File: config.mk
export PLATFORM = sky130hd
export DESIGN_NAME = alu_sequencer_flat
export DESIGN_NICKNAME = d
export VERILOG_FILES = /design/src/rtl/alu_pkg.sv /design/src/rtl/alu_sequencer_if.sv /design/src/rtl/alu_sequencer.sv /design/src/flat_wrapper.sv
export SDC_FILE = /design/constraint.sdc
export NUM_CORES = 1
export LEC_CHECK = 0
export BUFFER_PORTS_ARGS = -buffer_cell sky130_fd_sc_hd__buf_2
export CAP_MARGIN = 5
export CORE_ASPECT_RATIO = 1.25
export CORE_MARGIN = 2
export CORE_UTILIZATION = 53
export DETAILED_ROUTE_END_ITERATION = 12
export GPL_TIMING_DRIVEN = 1
export PLACE_DENSITY = 0.84
export SYNTH_ARGS = -nofsm -noshare
export SYNTH_HDL_FRONTEND = slang
export SYNTH_SLANG_ARGS = --single-unit
File: constraint.sdc
create_clock -name clk -period 2.77 [get_ports clk]
set_input_delay 0.4155 -clock clk [delete_from_list [all_inputs] [get_ports clk]]
set_output_delay 0.4155 -clock clk [all_outputs]
set_load 0.05 [all_outputs]
File: src/rtl/alu_pkg.sv
// Encodings shared by the ALU sequencer, its bus interface and the datapath mux.
package alu_pkg;

  localparam logic [1:0] OSEL_ADD   = 2'b00;
  localparam logic [1:0] OSEL_SHIFT = 2'b01;
  localparam logic [1:0] OSEL_LOGIC = 2'b10;

  localparam logic [2:0] OP_ADD = 3'b000;
  localparam logic [2:0] OP_ADC = 3'b001;
  localparam logic [2:0] OP_SUB = 3'b010;
  localparam logic [2:0] OP_SHL = 3'b011;
  localparam logic [2:0] OP_SHR = 3'b100;
  localparam logic [2:0] OP_AND = 3'b101;
  localparam logic [2:0] OP_OR  = 3'b110;
  localparam logic [2:0] OP_XOR = 3'b111;

  localparam logic [1:0] LOGIC_AND = 2'b00;
  localparam logic [1:0] LOGIC_OR  = 2'b01;
  localparam logic [1:0] LOGIC_XOR = 2'b10;

  typedef enum logic [1:0] {
    ST_IDLE  = 2'b00,
    ST_EXEC  = 2'b01,
    ST_SHIFT = 2'b10,
    ST_RESP  = 2'b11
  } state_t;

  function automatic logic is_shift(input logic [2:0] op);
    return (op == OP_SHL) || (op == OP_SHR);
  endfunction

endpackage

File: src/rtl/alu_sequencer_if.sv
// Request, response and datapath-control bundle of the ALU sequencer.
interface alu_sequencer_if #(
  parameter int WIDTH = 8,
  parameter int AMT_W = 3
);
  logic             req_valid;
  logic             req_ready;
  logic [2:0]       req_op;
  logic [WIDTH-1:0] req_a;
  logic [WIDTH-1:0] req_b;
  logic [AMT_W-1:0] req_amt;

  logic [1:0]       osel;
  logic [WIDTH-1:0] alu_a;
  logic [WIDTH-1:0] alu_b;
  logic             alu_cin;
  logic             shift_dir;
  logic [1:0]       logic_fn;
  logic [WIDTH-1:0] alu_y;
  logic             alu_c;
  logic             alu_v;

  logic             rsp_valid;
  logic             rsp_ready;
  logic [WIDTH-1:0] rsp_y;
  logic             rsp_c;
  logic             rsp_v;
  logic             rsp_z;
  logic             rsp_n;
  logic             busy;

  // Sequencer side
  modport slave (
    input  req_valid, req_op, req_a, req_b, req_amt,
    input  alu_y, alu_c, alu_v, rsp_ready,
    output req_ready, osel, alu_a, alu_b, alu_cin, shift_dir, logic_fn,
    output rsp_valid, rsp_y, rsp_c, rsp_v, rsp_z, rsp_n, busy
  );

  // Requester / consumer / datapath side
  modport master (
    output req_valid, req_op, req_a, req_b, req_amt,
    output alu_y, alu_c, alu_v, rsp_ready,
    input  req_ready, osel, alu_a, alu_b, alu_cin, shift_dir, logic_fn,
    input  rsp_valid, rsp_y, rsp_c, rsp_v, rsp_z, rsp_n, busy
  );
endinterface

File: src/rtl/alu_sequencer.sv
// Sequences one ALU operation at a time; iterates the 1-bit shifter and keeps a sticky carry.
//   state    | meaning
//   ST_IDLE  | ready for a request
//   ST_EXEC  | one-cycle adder/logic operation
//   ST_SHIFT | one shifter step per cycle, cnt_q steps left
//   ST_RESP  | result valid, waiting for consumer
module alu_sequencer
  import alu_pkg::*;
#(
  parameter int WIDTH = 8,
  parameter int AMT_W = 3
) (
  input  logic            clk,
  input  logic            rst_n,
  alu_sequencer_if.slave  bus
);

  state_t           state_q, state_d;
  logic [1:0]       osel_q, osel_d;
  logic [WIDTH-1:0] alu_a_q, alu_a_d;
  logic [WIDTH-1:0] alu_b_q, alu_b_d;
  logic             cin_q, cin_d;
  logic             dir_q, dir_d;
  logic [1:0]       fn_q, fn_d;
  logic [AMT_W-1:0] cnt_q, cnt_d;
  logic [WIDTH-1:0] rsp_y_q, rsp_y_d;
  logic             rsp_c_q, rsp_c_d;
  logic             rsp_v_q, rsp_v_d;
  logic             cf_q, cf_d;

  always_ff @(posedge clk or negedge rst_n) begin
    if (!rst_n) state_q <= ST_IDLE;
    else        state_q <= state_d;
  end

  always_comb begin
    state_d = state_q;
    case (state_q)
      ST_IDLE: begin
        if (bus.req_valid) begin
          if (!is_shift(bus.req_op))   state_d = ST_EXEC;
          else if (bus.req_amt == '0)  state_d = ST_RESP;
          else                         state_d = ST_SHIFT;
        end
      end
      ST_EXEC:  state_d = ST_RESP;
      ST_SHIFT: if (cnt_q == AMT_W'(1)) state_d = ST_RESP;
      ST_RESP:  if (bus.rsp_ready) state_d = ST_IDLE;
      default:  state_d = ST_IDLE;
    endcase
  end

  always_comb begin
    bus.req_ready = (state_q == ST_IDLE);
    bus.rsp_valid = (state_q == ST_RESP);
    bus.busy      = (state_q != ST_IDLE);
    bus.osel      = osel_q;
    bus.alu_a     = alu_a_q;
    bus.alu_b     = alu_b_q;
    bus.alu_cin   = cin_q;
    bus.shift_dir = dir_q;
    bus.logic_fn  = fn_q;
    bus.rsp_y     = rsp_y_q;
    bus.rsp_c     = rsp_c_q;
    bus.rsp_v     = rsp_v_q;
    bus.rsp_z     = (rsp_y_q == '0);
    bus.rsp_n     = rsp_y_q[WIDTH-1];
  end

  // Unit controls are registered at accept so they are stable for the whole EXEC/SHIFT cycle.
  always_comb begin
    osel_d  = osel_q;
    alu_a_d = alu_a_q;
    alu_b_d = alu_b_q;
    cin_d   = cin_q;
    dir_d   = dir_q;
    fn_d    = fn_q;
    cnt_d   = cnt_q;
    rsp_y_d = rsp_y_q;
    rsp_c_d = rsp_c_q;
    rsp_v_d = rsp_v_q;
    cf_d    = cf_q;
    case (state_q)
      ST_IDLE: begin
        if (bus.req_valid) begin
          alu_a_d = bus.req_a;
          alu_b_d = (bus.req_op == OP_SUB) ? ~bus.req_b : bus.req_b;
          cin_d   = (bus.req_op == OP_SUB) | ((bus.req_op == OP_ADC) & cf_q);
          cnt_d   = bus.req_amt;
          osel_d  = OSEL_ADD;
          case (bus.req_op)
            OP_AND: begin osel_d = OSEL_LOGIC; fn_d = LOGIC_AND; end
            OP_OR:  begin osel_d = OSEL_LOGIC; fn_d = LOGIC_OR;  end
            OP_XOR: begin osel_d = OSEL_LOGIC; fn_d = LOGIC_XOR; end
            OP_SHL, OP_SHR: begin
              dir_d = (bus.req_op == OP_SHR);
              if (bus.req_amt == '0) begin
                rsp_y_d = bus.req_a;
                rsp_c_d = 1'b0;
                rsp_v_d = 1'b0;
              end else begin
                osel_d = OSEL_SHIFT;
              end
            end
            default: ;
          endcase
        end
      end
      ST_EXEC: begin
        rsp_y_d = bus.alu_y;
        rsp_c_d = bus.alu_c;
        rsp_v_d = bus.alu_v;
        osel_d  = OSEL_ADD;
      end
      ST_SHIFT: begin
        alu_a_d = bus.alu_y;
        cnt_d   = cnt_q - AMT_W'(1);
        if (cnt_q == AMT_W'(1)) begin
          rsp_y_d = bus.alu_y;
          rsp_c_d = bus.alu_c;
          rsp_v_d = bus.alu_v;
          osel_d  = OSEL_ADD;
        end
      end
      ST_RESP: if (bus.rsp_ready) cf_d = rsp_c_q;
      default: ;
    endcase
  end

  always_ff @(posedge clk or negedge rst_n) begin
    if (!rst_n) begin
      osel_q  <= OSEL_ADD;
      alu_a_q <= '0;
      alu_b_q <= '0;
      cin_q   <= 1'b0;
      dir_q   <= 1'b0;
      fn_q    <= LOGIC_AND;
      cnt_q   <= '0;
      rsp_y_q <= '0;
      rsp_c_q <= 1'b0;
      rsp_v_q <= 1'b0;
      cf_q    <= 1'b0;
    end else begin
      osel_q  <= osel_d;
      alu_a_q <= alu_a_d;
      alu_b_q <= alu_b_d;
      cin_q   <= cin_d;
      dir_q   <= dir_d;
      fn_q    <= fn_d;
      cnt_q   <= cnt_d;
      rsp_y_q <= rsp_y_d;
      rsp_c_q <= rsp_c_d;
      rsp_v_q <= rsp_v_d;
      cf_q    <= cf_d;
    end
  end

endmodule
File: src/flat_wrapper.sv
// flat-port wrapper written by rule: the top's interface ports become plain ports
module alu_sequencer_flat import alu_pkg::*;
#(
  parameter int WIDTH = 8,
  parameter int AMT_W = 3
)
  (clk, rst_n, bus_req_valid, bus_req_op, bus_req_a, bus_req_b, bus_req_amt, bus_alu_y, bus_alu_c, bus_alu_v, bus_rsp_ready, bus_req_ready, bus_osel, bus_alu_a, bus_alu_b, bus_alu_cin, bus_shift_dir, bus_logic_fn, bus_rsp_valid, bus_rsp_y, bus_rsp_c, bus_rsp_v, bus_rsp_z, bus_rsp_n, bus_busy);
  alu_sequencer_if #(.WIDTH(WIDTH), .AMT_W(AMT_W)) bus_i ();
  input  logic clk;
  input  logic rst_n;
  input wire logic [$bits(bus_i.req_valid)-1:0] bus_req_valid;
  input wire logic [$bits(bus_i.req_op)-1:0] bus_req_op;
  input wire logic [$bits(bus_i.req_a)-1:0] bus_req_a;
  input wire logic [$bits(bus_i.req_b)-1:0] bus_req_b;
  input wire logic [$bits(bus_i.req_amt)-1:0] bus_req_amt;
  input wire logic [$bits(bus_i.alu_y)-1:0] bus_alu_y;
  input wire logic [$bits(bus_i.alu_c)-1:0] bus_alu_c;
  input wire logic [$bits(bus_i.alu_v)-1:0] bus_alu_v;
  input wire logic [$bits(bus_i.rsp_ready)-1:0] bus_rsp_ready;
  output wire logic [$bits(bus_i.req_ready)-1:0] bus_req_ready;
  output wire logic [$bits(bus_i.osel)-1:0] bus_osel;
  output wire logic [$bits(bus_i.alu_a)-1:0] bus_alu_a;
  output wire logic [$bits(bus_i.alu_b)-1:0] bus_alu_b;
  output wire logic [$bits(bus_i.alu_cin)-1:0] bus_alu_cin;
  output wire logic [$bits(bus_i.shift_dir)-1:0] bus_shift_dir;
  output wire logic [$bits(bus_i.logic_fn)-1:0] bus_logic_fn;
  output wire logic [$bits(bus_i.rsp_valid)-1:0] bus_rsp_valid;
  output wire logic [$bits(bus_i.rsp_y)-1:0] bus_rsp_y;
  output wire logic [$bits(bus_i.rsp_c)-1:0] bus_rsp_c;
  output wire logic [$bits(bus_i.rsp_v)-1:0] bus_rsp_v;
  output wire logic [$bits(bus_i.rsp_z)-1:0] bus_rsp_z;
  output wire logic [$bits(bus_i.rsp_n)-1:0] bus_rsp_n;
  output wire logic [$bits(bus_i.busy)-1:0] bus_busy;
  assign bus_i.req_valid = bus_req_valid;
  assign bus_i.req_op = bus_req_op;
  assign bus_i.req_a = bus_req_a;
  assign bus_i.req_b = bus_req_b;
  assign bus_i.req_amt = bus_req_amt;
  assign bus_i.alu_y = bus_alu_y;
  assign bus_i.alu_c = bus_alu_c;
  assign bus_i.alu_v = bus_alu_v;
  assign bus_i.rsp_ready = bus_rsp_ready;
  assign bus_req_ready = bus_i.req_ready;
  assign bus_osel = bus_i.osel;
  assign bus_alu_a = bus_i.alu_a;
  assign bus_alu_b = bus_i.alu_b;
  assign bus_alu_cin = bus_i.alu_cin;
  assign bus_shift_dir = bus_i.shift_dir;
  assign bus_logic_fn = bus_i.logic_fn;
  assign bus_rsp_valid = bus_i.rsp_valid;
  assign bus_rsp_y = bus_i.rsp_y;
  assign bus_rsp_c = bus_i.rsp_c;
  assign bus_rsp_v = bus_i.rsp_v;
  assign bus_rsp_z = bus_i.rsp_z;
  assign bus_rsp_n = bus_i.rsp_n;
  assign bus_busy = bus_i.busy;
  alu_sequencer #(.WIDTH(WIDTH), .AMT_W(AMT_W)) u_core (.clk(clk), .rst_n(rst_n), .bus(bus_i));
endmodule
[Yosys cells after proc, flatten, opt, wreduce, memory -nomap -nowiden]
Index checks and enable logic that the tools add are counted.
Storage, ports and cells
  bits in registers: 38
  input bits: 36
  output and inout bits: 37
  word-level logic and storage cells: 79
Operators by class
  add/subtract/negate cells: 1
  equal/unequal tests: 16
  muxes and demuxes: 29
  bitwise logic cells: 3
  reduce and logical (&&, ||, !) cells: 18
Operators with widths (count)
  8-bit 2-to-1 mux: 6
  8-bit one-hot mux with 3 select lines: 1
  8-bit one-hot mux with 2 select lines: 1
  3-bit == test (second input constant): 4
  2-bit 2-to-1 mux: 6
  2-bit one-hot mux with 3 select lines: 2
  3-bit AND reduction: 4
  8-bit zero test: 1
  8-bit inverter: 1
  2-bit one-hot mux with 4 select lines: 1
  1-bit 2-to-1 mux: 7
  3-bit by 1-bit == test with 1-bit output (second input constant): 2
  3-bit by 2-bit == test with 1-bit output (second input constant): 2
  2-bit by 1-bit inequality test with 1-bit output (second input constant): 3
  1-bit one-hot mux with 3 select lines: 2
  3-bit one-hot mux with 2 select lines: 1
  2-bit AND reduction: 3
  3-bit nonzero test: 2
  5-bit AND reduction: 1
  2-bit == test (second input constant): 2
  2-bit inequality test (second input constant): 2
  2-bit one-hot mux with 2 select lines: 1
  2-bit nonzero test: 2
  3-bit zero test: 1
  other kinds (9): 9

[Longest topological paths before layout]
  depth in word-level cells: 5
  depth in mapped cells: 7
  mapped depth without buffers: 6

[Worst setup path after synthesis]
OpenSTA, ideal clock, no wires.
  path kind: reg2reg
  from: register u_core.state_q[0]
  to: register u_core.rsp_y_q[0] (netlist: u_core.bus.rsp_y[0])
  library setup time: 0.125 ns
  arrival: 2.318 ns
  data required time: 2.645 ns
  setup slack: 0.327 ns
  cell stages (with the launch flop): 7
  path buffers: 1
  clock period less this slack: 2.443 ns
  cell sequence: dfrtp_1 inv_1 ha_1 buf_2 inv_1 o211ai_4 mux2_4
Between the ends
  longest elaborated chain between the ends: 3
  elaborated cells on any way between the ends: 10
  those cells by class: eq/ne: 6; mux: 1; reduce/logical: 3
Ends and longest elaborated chain
  from (decl): RTL line alu_sequencer.sv:18  | state_t state_q, state_d;
  from (signal assigned): RTL line alu_sequencer.sv:33  | else state_q <= state_d;
  2-bit zero test *
  named net bus_req_ready: RTL line flat_wrapper.sv:20  | output wire logic [$bits(bus_i.req_ready)-1:0] bus_req_ready;
  2-bit by 1-bit inequality test with 1-bit output (no line), or another cell as far along
  5-bit AND reduction (no line)
  to (signal assigned): RTL line alu_sequencer.sv:151  | rsp_y_q <= rsp_y_d;
  to (decl): RTL line alu_sequencer.sv:26  | logic [WIDTH-1:0] rsp_y_q, rsp_y_d;
The timed path passes the listed nets; every way through them passes the cells marked *.
A chain may end at the register's enable or synchronous reset.

[Final worst setup path]
  from: register u_core.state_q[0]
  to: output bus_busy
Between the ends
  longest elaborated chain between the ends: 1
Ends and longest elaborated chain
  2-bit nonzero test: RTL line alu_sequencer.sv:56  | bus.busy = (state_q != ST_IDLE);
  to (decl): RTL line flat_wrapper.sv:33  | output wire logic [$bits(bus_i.busy)-1:0] bus_busy;
No other way between the ends.

==> results by stage <==
Run status:
- The run finished with clean final reports.

Drt:
- The number of iterations in the first detailed-routing pass is 4.
- After the first detailed-routing iteration, the DRC count stood at 75.
- The vias per cell is 5.37.
- In the routed design, unresolved DRC markers number 0.
- The total vias in the final route is 1633.
- The detail route stage leaves a number of antenna-violating nets equal to 0.
- The routed length per instance is approximately 14 um.
- Wires add up to 4380 um.

Critical path:
- The stage delay of the slowest cell on the critical path is between 0.4 and 0.5 ns.
- In this design, the largest share of critical-path delay is due to buffers and inverters.
- The type of the worst setup path is flip-flop to primary output.
- Together, buffers and inverters on the worst path number 3.
- The most prevalent standard cell on the critical path is sky130_fd_sc_hd__inv_1.
- The count of cells along the worst register-to-register path is 5.
- The critical path runs through a total of 4 cells.
- The required time of the critical path is 2.35 ns.
- STA puts the critical path data arrival time at 1.63 ns.
- STA classifies the critical path startpoint as a flip-flop.
- STA classifies the critical path endpoint as a primary output.
- For this design, the slowest cell found on the critical path is sky130_fd_sc_hd__dfrtp_1.
- Traced cell by cell, the critical path runs through inv_1 -> ha_1 -> inv_1 -> buf_2.
- In this run the worst path has a maximum fanout of 8.

Clock network:
- The number of hold buffers added after CTS was 0.
- The buffer depth of the longest clock path is 2.
- In this run the post-CTS setup repair buffer count came out at 0.
- The latest clock arrival within the worst-skew pair is 0.29 ns.
- TritonCTS built the clock tree.
- The clock net sink count is 38.
- The number of gates resized after cts is 0.
- The number of levels the H-tree was split into is 2.
- The tree is rooted in a sky130_fd_sc_hd__clkbuf_8.
- TritonCTS created 5 clock buffers.
- The clock transition at the registers of the reported paths is 0.07 ns.

GRT:
- The initial antenna violation count was 0.
- Entering global routing, the biggest net connects 39 pins.
- In the global route stage, met3 resource usage came out at 5.63%.
- For this run, global-route usage on met2 was measured as 38.2%.
- The global-route wire length before repair is 7180 um.
- For this run, the total global-route usage over all layers was measured as between 20% and 30%.
- Global routing finished with a remaining overflow of 0.
- The met1 track demand over resource is 25.0%.
- met2 is the most crowded layer.
- The number of global-route vias before repair was 1619.

Floorplanning:
- The die area is 4380 um2.
- The count of standard-cell rows is 25.
- Measured along the y axis, the die boundary spans 73.5 um.
- Once the floorplan was initialized, standard cells occupied between 50% and 60% of the core.
- The area of the core is 3750 um2.
- The floorplan die width is 59.6 um.
- The number of placed I/O pins is 73.

Synthesis:
- During synthesis, Yosys emitted a total of 0 warnings.
- The number of distinct library cells after synthesis is 34.
- The post-synthesis instance area is slightly above 2000 um2.
- The main flop type after synthesis is sky130_fd_sc_hd__dfrtp_1.
- The share of the Yosys chip area taken by registers is roughly 46%.
- The share of async-settable or async-resettable flops after synthesis is 100%.
- The number of nets in the synthesized netlist is 236.
- The synthesized instance count is 193.
- The number of synthesized flops with an enable pin is 0.
- The average instance in the mapped netlist occupies 10.6 um2.
- After synthesis the netlist holds a flip-flop and latch count of 38.

STA:
- The final max-slew violation count is 0.
- The minimum period implied by the final worst setup slack is 2.05 ns.
- The final critical path takes up 74.0% of the cycle.
- Headroom to the max-slew limit came out at 44.6%.
- The setup total negative slack is 0 ns.
- Between clock sinks in the finished design, the worst skew comes to 0.00336 ns.
- The number of endpoints with negative hold slack in the final report is 0.
- The highest achievable clock rate is 488 MHz.
- The transition time of the tightest slew-check pin is between 0.8 and 0.9 ns.
- Setup repair after global routing left no endpoint under its margin.
- The total of endpoints with negative setup slack in the final report is 0.

Placement:
- After legalization and detailed placement, the total HPWL measured 3320 um.
- During placement, the flow inserted port buffers numbering 72.
- The routability congestion estimate is about 0.9.

Cells and area:
- The number of antenna repair diodes is 0.
- The layout-stage area growth over the synthesis result is 22.5%.
- Registers take roughly 950 um2.
- The layout cell share with drive strength beyond 1 is between 30% and 40%.
- Fill cells in the final layout number 338.
- The final-stage net count is between 300 and 400.
- The area of the multi-input gates is 993 um2.

Job:
- The total of max-cap violations is 0.

Worst hold path:
- The type of the tightest min-delay check is input pin to async pin.
[cells in the final DEF, fill, tap and decap left out, types with 7 or more instances in the layout]
master	instances
sky130_fd_sc_hd__nand2_1	28
sky130_fd_sc_hd__mux2_4	8
sky130_fd_sc_hd__inv_1	10
sky130_fd_sc_hd__xnor2_1	8
sky130_fd_sc_hd__mux2_2	10
sky130_fd_sc_hd__ha_1	7
sky130_fd_sc_hd__o21ai_0	27
sky130_fd_sc_hd__buf_2	72
sky130_fd_sc_hd__dfrtp_1	38
sky130_fd_sc_hd__mux2i_1	12
[kinds of logic (layout without fill, tap and decap cells)]
| family | count (synthesis) | after routing | share of synthesized area [%] |
|---|---|---|---|
| buffers and inverters | 22 | 93 | 4.95 |
| AND/OR/NAND/NOR | 50 | 50 | 11.7 |
| AO/OA/AOI/OAI | 38 | 38 | 11.9 |
| adder cells (fa/ha/maj) | 7 | 7 | 4.28 |
| flip-flops | 38 | 38 | 46.5 |
| multiplexers | 30 | 30 | 17.2 |
| XOR/XNOR | 8 | 8 | 3.43 |
[synthesized netlist by cell type, types with 2 or more instances]
library cell / number / area (um2)
sky130_fd_sc_hd__dfrtp_1: 38 / 951
sky130_fd_sc_hd__nand2_1: 28 / 105
sky130_fd_sc_hd__o21ai_0: 27 / 135
sky130_fd_sc_hd__mux2i_1: 12 / 120
sky130_fd_sc_hd__inv_1: 10 / 37.5
sky130_fd_sc_hd__mux2_2: 10 / 113
sky130_fd_sc_hd__mux2_4: 8 / 120
sky130_fd_sc_hd__xnor2_1: 8 / 70.1
sky130_fd_sc_hd__ha_1: 7 / 87.6
sky130_fd_sc_hd__clkbuf_1: 6 / 22.5
sky130_fd_sc_hd__nor2_1: 6 / 22.5
sky130_fd_sc_hd__buf_2: 3 / 15.0
sky130_fd_sc_hd__a21oi_1: 2 / 10.0
sky130_fd_sc_hd__a31oi_1: 2 / 12.5
sky130_fd_sc_hd__buf_4: 2 / 15.0
sky130_fd_sc_hd__nand2b_1: 2 / 12.5
sky130_fd_sc_hd__nand3b_1: 2 / 15.0
sky130_fd_sc_hd__nor2b_1: 2 / 12.5
sky130_fd_sc_hd__nor3_1: 2 / 10.0
sky130_fd_sc_hd__or4_1: 2 / 15.0
[path summary, 6_finish.rpt]
check / endpoint / startpoint / slack [ns]
min in group clk: u_core.bus.rsp_c / bus_alu_c / 0.37
max in group asynchronous: u_core.state_q[0] / rst_n / 2.03
worst min register to register: u_core.bus.alu_b[0] / u_core.bus.alu_b[0] / 0.48
worst max register to register: u_core.bus.rsp_y[6] / u_core.state_q[0] / 0.73
worst min-delay path: u_core.bus.alu_b[7] / rst_n / 0.22
worst max-delay path: bus_busy / u_core.state_q[0] / 0.72
[layer usage]
layer / vias to the layer above / routed length, um
met3: 7 / 282
met5: - / 0
met2: 62 / 2210
met4: 0 / 75
li1: 796 / -
met1: 768 / 1810
[state kept, by name, summed over array words and instances (netlist names)]
signal and cells:
u_core.bus.alu_a 8, u_core.bus.alu_b 8, u_core.bus.alu_cin 1, u_core.bus.logic_fn 2, u_core.bus.osel 2, u_core.bus.rsp_c 1, u_core.bus.rsp_v 1, u_core.bus.rsp_y 8
u_core.bus.shift_dir 1, u_core.cf_q 1, u_core.cnt_q 3, u_core.state_q 2
[layout make-up]
class / instances / share of cell area [%]
Inverter: 10 / 1.50
Sequential cell: 38 / 37.9
Tap cell: 40 / 2.00
Timing Repair Buffer: 75 / 15.3
Clock inverter: 1 / 0.200
Multi-Input combinational cell: 133 / 39.6
Clock buffer: 7 / 3.44
[stage by stage]
step / area [um2] / std cells / worst slack [ns] / hold WS, ns / util (%)
detailed placement: 2410 / 296 / 0.735 / 0.465 / 64.3
finish: 2510 / 304 / 0.720 / 0.220 / 66.8
global route: 2510 / 304 / 0.628 / 0.290 / 66.8
global placement: 2410 / 296 / 0.820 / 0.458 / 64.3
floorplan: 2050 / 193 / 0.327 / 0.120 / -
CTS: 2510 / 304 / 0.712 / 0.244 / 66.8
Power is left out: the tool's default activity adds up to more than one toggle a clock period on the data nets, which glitch-free logic cannot reach.
